[src/rtl/y86_reg_scoreboard.sv]
// y86_reg_scoreboard
//   Issue-side hazard controller for the Y86 register file. Keeps a small
//   pending-write counter per GPR, holds issue while a source register has a
//   write outstanding (or a destination counter would overflow), and runs a
//   RUN/DRAIN/DRAINED handshake so the pipeline can be quiesced on request.
//
// Ports
//   clk_i, rst_i              clock; asynchronous active-high reset
//   issue_valid_i             decode presents an instruction
//   srcA_i, srcB_i            source registers (0xF = none)
//   dstE_i, dstM_i            destination registers (0xF = none)
//   issue_ready_o             instruction may issue this cycle (combinational)
//   wbE_valid_i, wbE_reg_i    valE write-back
//   wbM_valid_i, wbM_reg_i    valM write-back
//   drain_i                   level request to quiesce issue
//   drained_o                 registered; high while no writes are outstanding
//                             and issue is blocked
//   busy_o                    bit i set while counter i is nonzero
//   stall_cnt_o               saturating count of stalled issue cycles
//   clr_stats_i               synchronous clear of stall_cnt_o
//   err_o                     sticky write-back underflow error
module y86_reg_scoreboard #(
  parameter int NREG    = 15,
  parameter int CNT_W   = 2,
  parameter int STALL_W = 16
) (
  input  logic               clk_i,
  input  logic               rst_i,
  input  logic               issue_valid_i,
  input  logic [3:0]         srcA_i,
  input  logic [3:0]         srcB_i,
  input  logic [3:0]         dstE_i,
  input  logic [3:0]         dstM_i,
  output logic               issue_ready_o,
  input  logic               wbE_valid_i,
  input  logic [3:0]         wbE_reg_i,
  input  logic               wbM_valid_i,
  input  logic [3:0]         wbM_reg_i,
  input  logic               drain_i,
  output logic               drained_o,
  output logic [NREG-1:0]    busy_o,
  output logic [STALL_W-1:0] stall_cnt_o,
  input  logic               clr_stats_i,
  output logic               err_o
);

  // Two extra bits let cnt + 2 and the wb decrement be compared without wrap.
  localparam int SUM_W = CNT_W + 2;
  localparam logic [SUM_W-1:0] CNT_MAX = SUM_W'((1 << CNT_W) - 1);

  typedef enum logic [1:0] {
    ST_RUN,
    ST_DRAIN,
    ST_DRAINED
  } state_t;

  state_t               state_reg;
  logic                 drained_reg;
  logic                 err_reg;
  logic [STALL_W-1:0]   stall_reg;

  logic [CNT_W-1:0]     cnt_reg  [NREG];
  logic [CNT_W-1:0]     cnt_view [16];
  logic [15:0]          trk;
  logic [NREG-1:0]      under_vec;
  logic                 fire;
  logic                 all_idle;

  // 16-entry view of the counters indexed directly by a 4-bit register id.
  // Untracked ids (0xF, or beyond NREG) read as zero and are flagged in trk
  // so they never stall and never touch a counter.
  for (genvar gi = 0; gi < 16; gi++) begin : g_view
    if (gi < NREG && gi != 15) begin : g_trk
      assign cnt_view[gi] = cnt_reg[gi];
      assign trk[gi]      = 1'b1;
    end else begin : g_untrk
      assign cnt_view[gi] = '0;
      assign trk[gi]      = 1'b0;
    end
  end

  // Issue gating
  logic             same_dst;
  logic [SUM_W-1:0] inc_e;
  logic [SUM_W-1:0] inc_m;
  logic             src_ok;
  logic             dst_e_ok;
  logic             dst_m_ok;

  always_comb begin
    same_dst = trk[dstE_i] && (dstE_i == dstM_i);
    // A dual write to one register (popl %rsp) needs room for two.
    inc_e    = same_dst ? SUM_W'(2) : SUM_W'(1);
    inc_m    = inc_e;
    src_ok   = (cnt_view[srcA_i] == '0) && (cnt_view[srcB_i] == '0);
    dst_e_ok = !trk[dstE_i] || ((SUM_W'(cnt_view[dstE_i]) + inc_e) <= CNT_MAX);
    dst_m_ok = !trk[dstM_i] || ((SUM_W'(cnt_view[dstM_i]) + inc_m) <= CNT_MAX);
    issue_ready_o = (state_reg == ST_RUN) && !drain_i && src_ok && dst_e_ok && dst_m_ok;
  end

  assign fire = issue_valid_i && issue_ready_o;

  // Per-register counters. Issue and write-back in the same cycle net out;
  // the decrement is applied to cnt + inc so that case never flags underflow.
  for (genvar gi = 0; gi < NREG; gi++) begin : g_cnt
    localparam bit TRACKED = (gi != 15);
    logic [SUM_W-1:0] inc;
    logic [SUM_W-1:0] dec;
    logic [SUM_W-1:0] sum;
    logic [CNT_W-1:0] cnt_next;

    always_comb begin
      inc = SUM_W'(TRACKED && fire && (dstE_i == 4'(gi)))
          + SUM_W'(TRACKED && fire && (dstM_i == 4'(gi)));
      dec = SUM_W'(TRACKED && wbE_valid_i && (wbE_reg_i == 4'(gi)))
          + SUM_W'(TRACKED && wbM_valid_i && (wbM_reg_i == 4'(gi)));
      sum = SUM_W'(cnt_reg[gi]) + inc;
      under_vec[gi] = dec > sum;
      cnt_next = under_vec[gi] ? '0 : CNT_W'(sum - dec);
    end

    always_ff @(posedge clk_i or posedge rst_i) begin
      if (rst_i) begin
        cnt_reg[gi] <= '0;
      end else begin
        cnt_reg[gi] <= cnt_next;
      end
    end

    assign busy_o[gi] = (cnt_reg[gi] != '0);
  end

  assign all_idle = ~|busy_o;

  // FSM, error flag and stall statistics
  always_ff @(posedge clk_i or posedge rst_i) begin
    if (rst_i) begin
      state_reg   <= ST_RUN;
      drained_reg <= 1'b0;
      err_reg     <= 1'b0;
      stall_reg   <= '0;
    end else begin
      if (|under_vec) begin
        err_reg <= 1'b1;
      end

      if (clr_stats_i) begin
        stall_reg <= '0;
      end else if ((state_reg == ST_RUN) && issue_valid_i && !issue_ready_o
                   && (stall_reg != '1)) begin
        stall_reg <= stall_reg + 1'b1;
      end

      case (state_reg)
        ST_RUN: begin
          if (drain_i) begin
            state_reg <= ST_DRAIN;
          end
        end
        ST_DRAIN: begin
          // Dropping the request wins over completing the drain.
          if (!drain_i) begin
            state_reg <= ST_RUN;
          end else if (all_idle) begin
            state_reg   <= ST_DRAINED;
            drained_reg <= 1'b1;
          end
        end
        ST_DRAINED: begin
          if (!drain_i) begin
            state_reg   <= ST_RUN;
            drained_reg <= 1'b0;
          end
        end
        default: begin
          state_reg   <= ST_RUN;
          drained_reg <= 1'b0;
        end
      endcase
    end
  end

  assign drained_o   = drained_reg;
  assign err_o       = err_reg;
  assign stall_cnt_o = stall_reg;

endmodule

[config.mk]
export PLATFORM = sky130hd
export DESIGN_NAME = y86_reg_scoreboard
export DESIGN_NICKNAME = d
export VERILOG_FILES = /design/src/rtl/y86_reg_scoreboard.sv
export SDC_FILE = /design/constraint.sdc
export NUM_CORES = 1
export LEC_CHECK = 0
export CAP_MARGIN = 40
export CORE_MARGIN = 1.5
export CORE_UTILIZATION = 64
export CTS_BUF_LIST = sky130_fd_sc_hd__clkbuf_8
export CTS_CLUSTER_DIAMETER = 80
export DETAILED_ROUTE_END_ITERATION = 12
export HOLD_SLACK_MARGIN = 0.15
export PLACE_DENSITY = 0.9
export RECOVER_POWER = 25
export SYNTH_ARGS = -nofsm -noshare
export SYNTH_HDL_FRONTEND = slang
export SYNTH_SLANG_ARGS = --single-unit
[constraint.sdc]
create_clock -name clk_i -period 13.4 [get_ports clk_i]
set_input_delay 2.68 -clock clk_i [delete_from_list [all_inputs] [get_ports clk_i]]
set_output_delay 2.68 -clock clk_i [all_outputs]
set_load 0.02 [all_outputs]
== After elaboration in Yosys (flattened, before gate mapping) ==
Memory sizes are Yosys's and may differ from the RTL's.
Cells that the tools add are included.

* Register bits: 50
* Latch bits: 0
* RAM bits: 0
* Bits in read-only memories: 32
* Input port bits: 31
* Output and inout port bits: 34
* Logic and storage cells: 321
* Memories kept: 2

{| class="wikitable"
|+ Memory list
! name !! words !! width !! read ports !! clocked after memory_dff !! wr ports !! line !! RTL
|-
| (name not given) || 16 || 1 || 1 || 0 || 0 || 97 || <nowiki>dst_m_ok = !trk[dstM_i] || ((SUM_W'(cnt_view[dstM_i]) + inc_m) <= CNT_MAX);</nowiki>
|-
| (name not given) || 16 || 1 || 1 || 0 || 0 || 96 || <nowiki>dst_e_ok = !trk[dstE_i] || ((SUM_W'(cnt_view[dstE_i]) + inc_e) <= CNT_MAX);</nowiki>
|}

* Add/sub/neg operators: 63
* Multipliers: 0
* Div/mod/pow operators: 0
* $lt $le $gt $ge: 23
* Eq/ne operators: 65
* Shift operators: 0
* Multiplexer cells: 41
* Bitwise logic cells: 5
* Reductions and logical operators: 103

{| class="wikitable"
|+ Operators with widths
! operator !! count
|-
| $eq 4x4->1 const B || 28
|-
| $logic_and 1x1->1 || 70
|-
| $eq 4x3->1 const B || 16
|-
| $add 1x1->2 || 30
|-
| $mux 2 || 28
|-
| $add 2x2->3 || 17
|-
| $gt 2x3->1 || 15
|-
| $bmux 2 s4 || 4
|-
| $eq 4x2->1 const B || 8
|-
| $mux 16 || 2
|-
| $reduce_bool 2->1 || 16
|-
| $reduce_or 15->1 || 2
|-
| $sub 2x2->2 || 15
|-
| $ge 5x5->1 const B || 4
|-
| $not 4->5 || 4
|-
| $add 16x1->16 const B || 1
|-
| $eq 4x1->1 const B || 4
|-
| $logic_not 4->1 || 4
|-
| $ne 16x16->1 const B || 1
|-
| $lt 4x5->1 const B || 2
|-
| $ne 2x2->1 const B || 4
|-
| $le 3x2->1 const B || 2
|-
| $logic_not 2->1 || 3
|-
| $pmux 2 s3 || 1
|-
| 11 further kinds || 19
|}

== Longest topological paths before layout ==
Gate-level depths: netlist of run 1.

* Depth after elaboration: 15
* Mapped depth: 23
* Mapped depth without buffers: 21

== Least setup slack after synthesis of run 1 ==
Ideal clock, no wire load.

* Path kind: input to output
* Start point: in dstE_i[0]
* End point: out issue_ready_o
* Arrival: 5420 ps
* Required time: 10720 ps
* Path slack: 5300 ps
* Stages on the path: 10
* Path buffers: 2
* Cells stage by stage: clkbuf_1 -> buf_1 -> mux4_2 -> mux4_2 -> ha_1 -> inv_1 -> fa_1 -> o221ai_1 -> nor3_1 -> and4_1

* Word-level cells in the longest chain between the ends: 9

{| class="wikitable"
|+ Ends and longest elaborated chain
! item !! line !! RTL
|-
| from (decl) || 32 || <nowiki>input logic [3:0] dstE_i,</nowiki>
|-
| $mem_v2 16x1 or $not 4->5 (tied branches) || n/a ||
|-
| $mux 1 (not written as such) or $bmux 2 s4 (tied branches) || 96 ||
|-
| $logic_and 1x1->1 or $mux 2 (tied branches) || 91, 96 ||
|-
| $mux 2 (on tied branches) || 93, 96 ||
|-
| $add 2x2->3 || 96 ||
|-
| $le 3x2->1 || 96 ||
|-
| $logic_or 1x1->1 || 96 ||
|-
| $logic_and 1x1->1 || 98 || <nowiki>issue_ready_o = (state_reg == ST_RUN) && !drain_i && src_ok && dst_e_ok && dst_m_ok;</nowiki>
|-
| $logic_and 1x1->1 (*) || 98 ||
|-
| to (decl) || 34 || <nowiki>output logic issue_ready_o,</nowiki>
|}

Mark *: on every way between the ends. The rest lies on a longest branch, timed or not. The select of a mux whose other input is x is not followed.

== Final worst setup path of run 1 ==
Same ends and word-level chain as after synthesis.

==> results of run 1 <==
[worst max-delay path: cells and delay by family]
family                     cells  cell delay (ps)
buffers and inverters          3             1680
muxes                          2             1050
and+or+nand+nor                2              570
adders and majority gates      2              360
AOI/OAI and AO/OA              1              110
[cell usage after synthesis, types with 2 or more instances]
cell type	instances
buf_2	4
a211oi_1	13
and3_1	4
o21ai_0	3
or2_2	8
nor2_1	93
a22oi_1	3
mux2_2	9
buf_6	2
o31ai_1	5
nand2b_1	15
nor3b_1	4
mux2i_1	6
nor4b_2	2
xor2_1	15
nand2_1	23
a21oi_1	29
mux4_2	20
clkbuf_1	12
or4_1	4
nand3b_1	4
inv_1	87
nor3_1	33
nand3_1	12
nor2b_1	11
o22ai_1	5
o221ai_1	3
nor4_1	17
or3b_2	2
dfrtp_1	50
buf_1	2
xnor2_1	2
fa_1	17
nand4_1	4
nor4b_1	5
a221oi_1	2
ha_1	78
[cell families after synthesis]
family,count (synthesis),share of synthesized area
AOI/OAI and AO/OA,71,0.0849
xor gates and xnor gates,17,0.0273
adders and majority gates,95,0.241
buffers and inverters,107,0.0773
DFF,50,0.229
muxes,35,0.112
and+or+nand+nor,244,0.228
[power breakdown]
| part | internal [µW] | leakage (µW) | switching, µW |
|---|---|---|---|
| logic | 165 | 0.00209 | 205 |
| clock network | 61.6 | 0.0000618 | 56.8 |
| registers | 174 | 0.000668 | 42.8 |
[final timing paths]
path / from / to / depth (start not counted)
setup / recovery: dstE_i[0] / issue_ready_o / 10
hold / removal: state_reg[0]$_DFFE_PP0P_ / drained_o$_DFFE_PP0P_ / 1
setup reg to reg: cnt_reg[8]$_DFF_PP0_ / err_o$_DFFE_PP0P_ / 20
hold reg to reg: state_reg[0]$_DFFE_PP0P_ / drained_o$_DFFE_PP0P_ / 1
max in group asynchronous: rst_i / cnt_reg[11]$_DFF_PP0_ / 2
min in group asynchronous: rst_i / stall_cnt_o[2]$_DFFE_PP0P_ / 2
[cells in the final DEF (no fill, tap or decap), types with 2 or more instances in the layout]
cell             Yosys  layout
mux2i_1              6       6
mux4_2              20      20
a211oi_1            13      13
nor3_1              33      33
nor4b_2              2       2
nor2_1              93      93
dlygate4sd3_1        0       2
mux2_2               9       9
inv_1               87      87
ha_1                78      78
dfrtp_1             50      50
nor2b_1             11      11
clkbuf_8             0       6
xor2_1              15      15
or2_2                8       8
nand3b_1             4       4
nand2b_1            15      15
nand3_1             12      12
o21ai_0              3       3
clkdlybuf4s50_1      0      62
and3_1               4       4
nand4_1              4       4
o221ai_1             3       3
a21oi_1             29      29
a221oi_1             2       2
nand2_1             23      23
xnor2_1              2       2
nor3b_1              4       4
o22ai_1              5       5
fa_1                17      17
o31ai_1              5       5
nor4b_1              5       5
or4_1                4       4
a22oi_1              3       3
or3b_2               2       2
nor4_1              17      17
[final cells by class]
| type | instances | area [µm²] | area share |
|---|---|---|---|
| clock buffer | 6 | 82.6 | 0.0131 |
| clock inverter | 2 | 38.8 | 0.00616 |
| inverter | 87 | 327 | 0.0519 |
| multi-input combinational | 462 | 3780 | 0.601 |
| sequential | 50 | 1250 | 0.199 |
| tap | 105 | 131 | 0.0209 |
| timing repair buffer | 66 | 683 | 0.109 |
[layer usage]
metal / GRT usage / up-vias
met2: 0.567 / 242
li1: - / 2264
met5: 0 / -
met4: 0.190 / 0
met3: 0.0447 / 56
met1: 0.401 / 2290
[stage by stage]
step | std cells | hold WS, ps
after floorplan | 619 | 469
after global placement | 768 | 487
after detailed placement | 770 | 499
after CTS | 778 | 514
after global routing | 778 | 545
final | 778 | 518
==> impl_results.md, run 1 <==
- Number of antenna violations at the first check in global routing: 0
- Number of global-route vias before repair: 4707
- Distinct cell type count of the synthesized netlist: 48
- Least-Margin Pin Slew: 1300 ps
- Clock net sink count: 50
- Row count: 33
- Total number of vias: 4852
- Depth of the CTS H-tree: 2
- Clock tree from TritonCTS: built
- Routed metal-1 wirelength: 5380 µm
- DRC Markers: 0
- Highest cell delay on the worst timing path: 1000 ps
- Routed via count divided by cell count: 6.24
- Register-to-register setup slack: 8110 ps
- Initial Util: 0.664
- Drt initial violations: 440
- DR WL met2: 6980 µm
- Worst EP required: 10720 ps
- Total I/O pin count: 65
- Count of port buffers added during placement: 64
- Clock latency at the later pin of the worst-skew pair: 310 ps
- Slowest-stage cell, CP: clkdlybuf4s50_1
- FFs w/ async S/R, synth: 1.00
- Layout net count: 798
- Critical Path AT: 6460 ps
- Power per standard cell area: 112 nW/µm²
- Postcts setup bufs: 0
- Part of the Yosys area used for sequential elements: 0.229
- Outcome: finished clean
- Critical-path maximum fanout: 16
- Category of the worst setup path capture point: output port
- Core region area: 8220 µm²
- Detailed-route wire length: 14200 µm
- Chip Width: 95.3 µm
- Main area contributors after synthesis: dfrtp_1 (23%), ha_1 (18%), mux4_2 (8.3%)
- Number of clock buffers inserted by TritonCTS: 5
- Total nets after synthesis: 745
- Share of final-layout standard cells stronger than drive strength 1: 0.0788
- Top-area cell type share of the netlist area: 0.229
- Layout Utilization: 0.766
- RSZ-0062 raised after global routing: false
- Hold Violations, Final: 0
- Post-route antenna net violation count: 0
- Period minus WS final: 9140 ps
- Post-place instance area: 6170 µm²
- Cell taking the most area after synthesis: dfrtp_1
- Avg Cell Area, Syn: 8.81 µm²
- Clock transition time at the flip-flop clock pins of the worst setup and hold paths: 100 ps
- # setup viols final: 0
- Total grt overflow: 0
- Leakage component of the power: 0.00282 µW
- Buffers from clock root to sink, at most: 2
- Post-CTS Hold Buffers: 0
- Wire length of the first global-routing pass: 22500 µm
- Max FFs per register: 30
- Layout overhead on the synthesized area: 15.4%
- Max IR drop VDD: 0.0000681 V
- Achievable clock frequency: 109 MHz
- PostCTS Resize Cnt: 0
- Final std cell area, no fill: 6290 µm²
- Die span in y: 95.3 µm
- Met3 routed wirelength: 1130 µm
- Final TNS setup: 0 ps
- Cells traversed along the worst timing path: clkdlybuf4s50_1 -> mux4_2 -> mux4_2 -> ha_1 -> inv_1 -> fa_1 -> o221ai_1 -> nor3_1 -> and4_1 -> clkdlybuf4s50_1
- Rel. slew slack: 0.131
- Final Max Tran Viols: 0
- Max Cap Viol: 0
- Period Utilization, post-route: 0.682
- Critical Path Start Type: primary input
- Pre-Repair DR Iteration Count: 7
- Root Buffer: clkbuf_8
- Mean routed wirelength per cell: 18.3 µm
- Overall routing resource usage: 0.332
- Placement-stage worst setup slack: 4270 ps
- Total Power: 706 µW
- DP Wirelength: 11600 µm
- Number of filler instances in the final layout: 569
- Antenna fix cells: 0
- Die area: 9080 µm²
- Path category of the worst min-delay check: reg -> reg
- Maximum number of pins on one net before global-route repair: 33
- Post-Route Skew: 2.60 ps
- Netlist Area Pre-Place: 5450 µm²
- Dominant register cell in the synthesized netlist: dfrtp_1
- Placer congestion estimate: 0.942
- Uppermost layer routed: met4
- Path type of the worst setup path: in -> out
- Count of synthesis-stage warnings from yosys: 0
- Worst path setup slack after routing: 4260 ps
- Number of enable flip-flop cells after synthesis: 0
- Cells after synthesis: 619
- Register bit count reported by yosys: 50
Power figures use the tool's default switching activity.
==> run 2: changes to the inputs <==
CORE_UTILIZATION = 53   (was 64)
PLACE_DENSITY = 0.79   (was 0.9)
clock period = 7.6 ns   (was 13.4 ns; I/O delays follow)
==> impl_results.md, run 2 (synthesized netlist as in run 1, its figures left out) <==
- Hold Violations, Final: 0
- Layout net count: 811
- Die area: 10900 µm²
- Wire length of the first global-routing pass: 24400 µm
- Initial Util: 0.553
- DRC Markers: 0
- Max IR drop VDD: 0.000118 V
- Core region area: 9860 µm²
- Number of clock buffers inserted by TritonCTS: 5
- Placer congestion estimate: 0.924
- Overall routing resource usage: 0.285
- Postcts setup bufs: 0
- Worst reg-to-reg path cell count: 18
- Detailed-route wire length: 14800 µm
- Clock transition time at the flip-flop clock pins of the worst setup and hold paths: 110 ps
- Buffers from clock root to sink, at most: 2
- Cell count after placement: 811
- Total number of vias: 4761
- Max FFs per register: 30
- Depth of the CTS H-tree: 2
- Worst Hold Depth: 1
- Maximum number of pins on one net before global-route repair: 51
- Period Utilization, post-route: 0.937
- Critical Path AT: 7300 ps
- Antenna fix cells: 0
- Category of the worst setup path capture point: flop
- Leakage component of the power: 0.00286 µW
- Rel. slew slack: -0.966
- Final Max Tran Viols: 51
- Critical Path Start Type: primary input
- Clock net sink count: 50
- Number of antenna violations at the first check in global routing: 0
- Hold Slack: 514 ps
- Clock latency at the later pin of the worst-skew pair: 330 ps
- Hold-critical path endpoint: drained_o$_DFFE_PP0P_
- Pre-Repair DR Iteration Count: 4
- Post-Route Skew: 14.3 ps
- Post-CTS Hold Buffers: 0
- Routed via count divided by cell count: 5.81
- Clock tree from TritonCTS: built
- Leading cell type in the layout, fill and taps excluded: nor2_1
- Worst EP required: 7770 ps
- Endpoint of the worst register-to-register path: err_o$_DFFE_PP0P_
- Count of port buffers added during placement: 64
- Max Cap Viol: 1
- Critical-path maximum fanout: 16
- Most frequent cells in the layout: nor2_1 (93), inv_1 (86), ha_1 (78), clkdlybuf4s50_1 (62), dfrtp_1 (50)
- Final TNS setup: 0 ps
- Number of global-route vias before repair: 4918
- DP Wirelength: 12000 µm
- PostCTS Resize Cnt: 0
- Failing checks: capacitance limit, slew limit
- Mean routed wirelength per cell: 18.1 µm
- Non-filler instance count after layout: 819
- Drt initial violations: 324
- Power per standard cell area: 191 nW/µm²
- Least-Margin Pin Slew: 2950 ps
- Post-route antenna net violation count: 0
- RSZ-0062 raised after global routing: false
- HP Start: state_reg[0]$_DFFE_PP0P_
- Share of final-layout standard cells stronger than drive strength 1: 0.0948
- Total grt overflow: 0
- Register-to-register setup slack: 1990 ps
- Layout overhead on the synthesized area: 16.8%
- Die span in y: 104 µm
- Row count: 36
- Startpoint of the most critical register-to-register path: cnt_reg[22]$_DFF_PP0_
- Path category of the worst min-delay check: reg -> reg
- Period minus WS final: 7120 ps
- Path type of the worst setup path: in -> reg
- Chip Width: 104 µm
- Total I/O pin count: 65
- Number of filler instances in the final layout: 826
- # setup viols final: 0
- Outcome: finished, violations left
- Achievable clock frequency: 140 MHz
- Root Buffer: clkbuf_8
[run 2: changes by cell type in the layout (fill, tap and decap cells not counted), sizes merged]
cell | before | now
bufinv | 1 | 0
buf | 2 | 14
clkinv | 0 | 2
[run 2: metal layers]
layer  GRT usage  routed length (µm)  vias up  part of all wire
li1            -                   -     2278                 -
met1       0.358                6390     2293              0.43
met2       0.495                7220      159              0.49
met3      0.0432                 798       31             0.054
met4       0.101                 412        0             0.028
met5           0                   0        -                 0
[run 2: critical path, stage by stage]
cell and delay, ps:
clkdlybuf4s50_1 740, buf_4 240, nand2_1 140, nor2_1 220
nor3_1 90, nand3_1 210, ha_1 190, inv_1 50
fa_1 360, o221ai_1 200, nor3_1 90, and4_1 210
nand2_1 400, nor3_1 170, fa_1 430, ha_1 290
inv_1 40, ha_1 320, a21oi_1 240, a211oi_1 130
a2111oi_0 830, nand4_1 180
[run 2: report_power, final]
| part | switching, µW | total (µW) | internal (µW) | leakage, µW |
|---|---|---|---|---|
| combinational | 363 | 656 | 293 | 0.00214 |
| clock | 108 | 177 | 68.1 | 0.0000491 |
| sequential | 75.7 | 383 | 307 | 0.000668 |
[run 2: final cells by class]
cell class	instances	area [µm²]	share of cell area
clock buffer	5	68.8	0.0108
clock inverter	3	26.3	0.00412
inverter	87	327	0.0513
multi-input combinational	462	3780	0.594
sequential	50	1250	0.196
tap	133	166	0.0261
timing repair buffer	79	749	0.118
[run 2: worst max path at each step]
| stage | from | cells past startpoint | slack [ps] | end |
|---|---|---|---|---|
| 6_report | dstE_i[0] | 22 | 480 | err_o$_DFFE_PP0P_ |
| 5_1_grt | dstE_i[0] | 22 | 70 | err_o$_DFFE_PP0P_ |
| 4_1_cts | dstE_i[0] | 22 | 570 | err_o$_DFFE_PP0P_ |
| 3_5_place_dp | dstE_i[0] | 22 | 250 | err_o$_DFFE_PP0P_ |
| 3_3_place_gp | dstE_i[0] | 22 | 470 | err_o$_DFFE_PP0P_ |
| 2_1_floorplan | dstE_i[0] | 21 | 1200 | err_o$_DFFE_PP0P_ |
[run 2: stage by stage]
| step | total power (µW) | utilization | worst slack, ps | cell area [µm²] |
|---|---|---|---|---|
| floorplan | 793 | - | 1200 | 5450 |
| global placement | 1010 | 0.636 | 467 | 6280 |
| detailed placement | 1030 | 0.636 | 248 | 6280 |
| CTS | 1210 | 0.646 | 574 | 6370 |
| global route | 1300 | 0.646 | 72.6 | 6370 |
| finish | 1220 | 0.646 | 478 | 6370 |
==> run 3: changes to the inputs <==
MAX_ROUTING_LAYER = met4   (was unset)
SLEW_MARGIN = 5   (was unset)
clock period = 6.5 ns   (was 7.6 ns; I/O delays follow)
==> impl_results.md, run 3 (synthesized netlist as in run 1, its figures left out) <==
- Outcome: finished, violations left
- Failing checks: capacitance limit, slew limit
- Worst reg-to-reg path cell count: 21
- Initial Util: 0.553
- Achievable clock frequency: 160 MHz
- Clock transition time at the flip-flop clock pins of the worst setup and hold paths: 110 ps
- Critical-path maximum fanout: 16
- Mean routed wirelength per cell: 18.3 µm
- Die area: 10900 µm²
- RSZ-0062 raised after global routing: false
- Most frequent cells in the layout: nor2_1 (93), inv_1 (86), ha_1 (78), clkdlybuf4s50_1 (61), dfrtp_1 (50)
- Hold Violations, Final: 0
- Met3 Track Usage GR: 0.0395
- Wire length of the first global-routing pass: 25400 µm
- DP Wirelength: 12400 µm
- Clock latency at the later pin of the worst-skew pair: 320 ps
- Total number of vias: 4939
- Seq pwr share: 0.311
- Net Sw Frac: 0.450
- Power per standard cell area: 224 nW/µm²
- Number of antenna violations at the first check in global routing: 0
- Leading cell type in the layout, fill and taps excluded: nor2_1
- Post-route antenna net violation count: 0
- PostCTS Resize Cnt: 0
- Placement-stage worst setup slack: -251 ps
- Detailed-route wire length: 15200 µm
- Met2 layer usage reported by global route: 0.506
- Post-place instance area: 6340 µm²
- Critical Path AT: 6430 ps
- Max Cap Viol: 1
- Endpoint of the worst register-to-register path: err_o$_DFFE_PP0P_
- Clock net sink count: 50
- Least-Margin Pin Slew: 2860 ps
- HP Start: state_reg[0]$_DFFE_PP0P_
- Routed via count divided by cell count: 5.98
- Path category of the worst min-delay check: reg -> reg
- Category of the worst setup path capture point: flop
- Number of filler instances in the final layout: 809
- Hold Slack: 516 ps
- Max FFs per register: 30
- Post-Route Skew: 15.0 ps
- Max IR drop VDD: 0.000163 V
- Postcts setup bufs: 0
- Final Max Tran Viols: 51
- Clock tree from TritonCTS: built
- Register-to-register setup slack: 1430 ps
- Total grt overflow: 0
- Depth of the CTS H-tree: 2
- DRC Markers: 0
- Pre-Repair DR Iteration Count: 5
- Rel. slew slack: -0.909
- Buffers from clock root to sink, at most: 2
- Worst EP required: 6680 ps
- Antenna fix cells: 0
- Row count: 36
- Maximum number of pins on one net before global-route repair: 51
- Leakage component of the power: 0.00291 µW
- Root Buffer: clkbuf_8
- Post-CTS Hold Buffers: 0
- Placer congestion estimate: 0.942
- Period minus WS final: 6250 ps
- Layout net count: 818
- Number of clock buffers inserted by TritonCTS: 5
- Worst path setup slack after routing: 252 ps
- Share of total power in combinational logic: 0.549
- Path type of the worst setup path: in -> reg
- Layout overhead on the synthesized area: 18.4%
- Worst Hold Depth: 1
- Met1 demand-to-capacity share in global routing: 0.368
- Number of global-route vias before repair: 5101
- Drt initial violations: 331
- Clock Power Share: 0.140
- Period Utilization, post-route: 0.961
- Critical Path Start Type: primary input
- # setup viols final: 0
- Chip Width: 104 µm
- Share of final-layout standard cells stronger than drive strength 1: 0.107
- Hold-critical path endpoint: drained_o$_DFFE_PP0P_
- Core region area: 9860 µm²
- Final std cell area, no fill: 6450 µm²
- Total I/O pin count: 65
- Switching power total: 650 µW
- Overall routing resource usage: 0.301
- Startpoint of the most critical register-to-register path: cnt_reg[12]$_DFF_PP0_
- Die span in y: 104 µm
- P_int: 795 µW
- Count of port buffers added during placement: 64
- Layout Utilization: 0.654
- Gr busiest metal: met2
-- run 3: cell types whose count changed in the layout (fill, tap and decap cells not counted), sizes merged --
| cell | change |
|---|---|
| buf | +7 |
| clkdlybuf4s50 | -1 |
| clkinv | +1 |
| dlygate4sd3 | -1 |
| dlymetal6s2s | +2 |
| inv | -1 |
-- run 3: worst max-delay path, stage by stage --
cell	delay, ps
clkdlybuf4s50_1	510
buf_12	180
mux4_2	510
mux4_2	480
ha_1	200
inv_1	70
fa_1	170
o221ai_1	100
nor3_1	250
and4_1	250
nand2_1	130
buf_4	210
nor4b_1	470
buf_4	200
fa_1	150
ha_1	220
inv_1	50
ha_1	230
a21oi_1	170
nor2_1	90
a22oi_1	210
and3_1	190
nand4_1	80
-- run 3: power by group through the flow --
| stage | clock [µW] | combinational [µW] | sequential (µW) |
|---|---|---|---|
| floorplan | 0 | 520 | 407 |
| global placement | 0 | 734 | 450 |
| detailed placement | 0 | 773 | 451 |
| CTS | 205 | 779 | 445 |
| global route | 218 | 874 | 453 |
| finish | 203 | 793 | 450 |
-- run 3: layer usage --
metal | part of all wire | up-vias
li1 | - | 2300
met1 | 0.42 | 2394
met2 | 0.49 | 204
met3 | 0.060 | 41
met4 | 0.035 | 0
met5 | 0 | -
-- run 3: worst max-delay path by stage --
stage          startpoint                end  slack (ps)  cells after the start
2_1_floorplan   dstE_i[0]  err_o$_DFFE_PP0P_         320                     21
3_3_place_gp    dstM_i[0]  err_o$_DFFE_PP0P_         -60                     22
3_5_place_dp    dstM_i[0]  err_o$_DFFE_PP0P_        -250                     20
4_1_cts         dstM_i[0]  err_o$_DFFE_PP0P_          70                     20
5_1_grt         dstE_i[0]  err_o$_DFFE_PP0P_           3                     23
6_report        dstE_i[0]  err_o$_DFFE_PP0P_         250                     23
-- run 3: area by class of cell --
| type | count | area, µm² | area share |
|---|---|---|---|
| Inverter | 87 | 327 | 0.0506 |
| Tap cell | 133 | 166 | 0.0258 |
| Clock inverter | 3 | 28.8 | 0.00446 |
| Sequential cell | 50 | 1250 | 0.194 |
| Clock buffer | 5 | 68.8 | 0.0107 |
| Multi-Input combinational cell | 462 | 3790 | 0.588 |
| Timing Repair Buffer | 86 | 820 | 0.127 |
-- run 3: metrics by stage --
step | std cells | TNS (ps) | total power [µW]
6_report | 826 | 0 | 1450
5_1_grt | 826 | 0 | 1540
4_1_cts | 826 | 0 | 1430
3_5_place_dp | 818 | -251 | 1220
3_3_place_gp | 818 | -60.2 | 1180
2_1_floorplan | 619 | 0 | 927
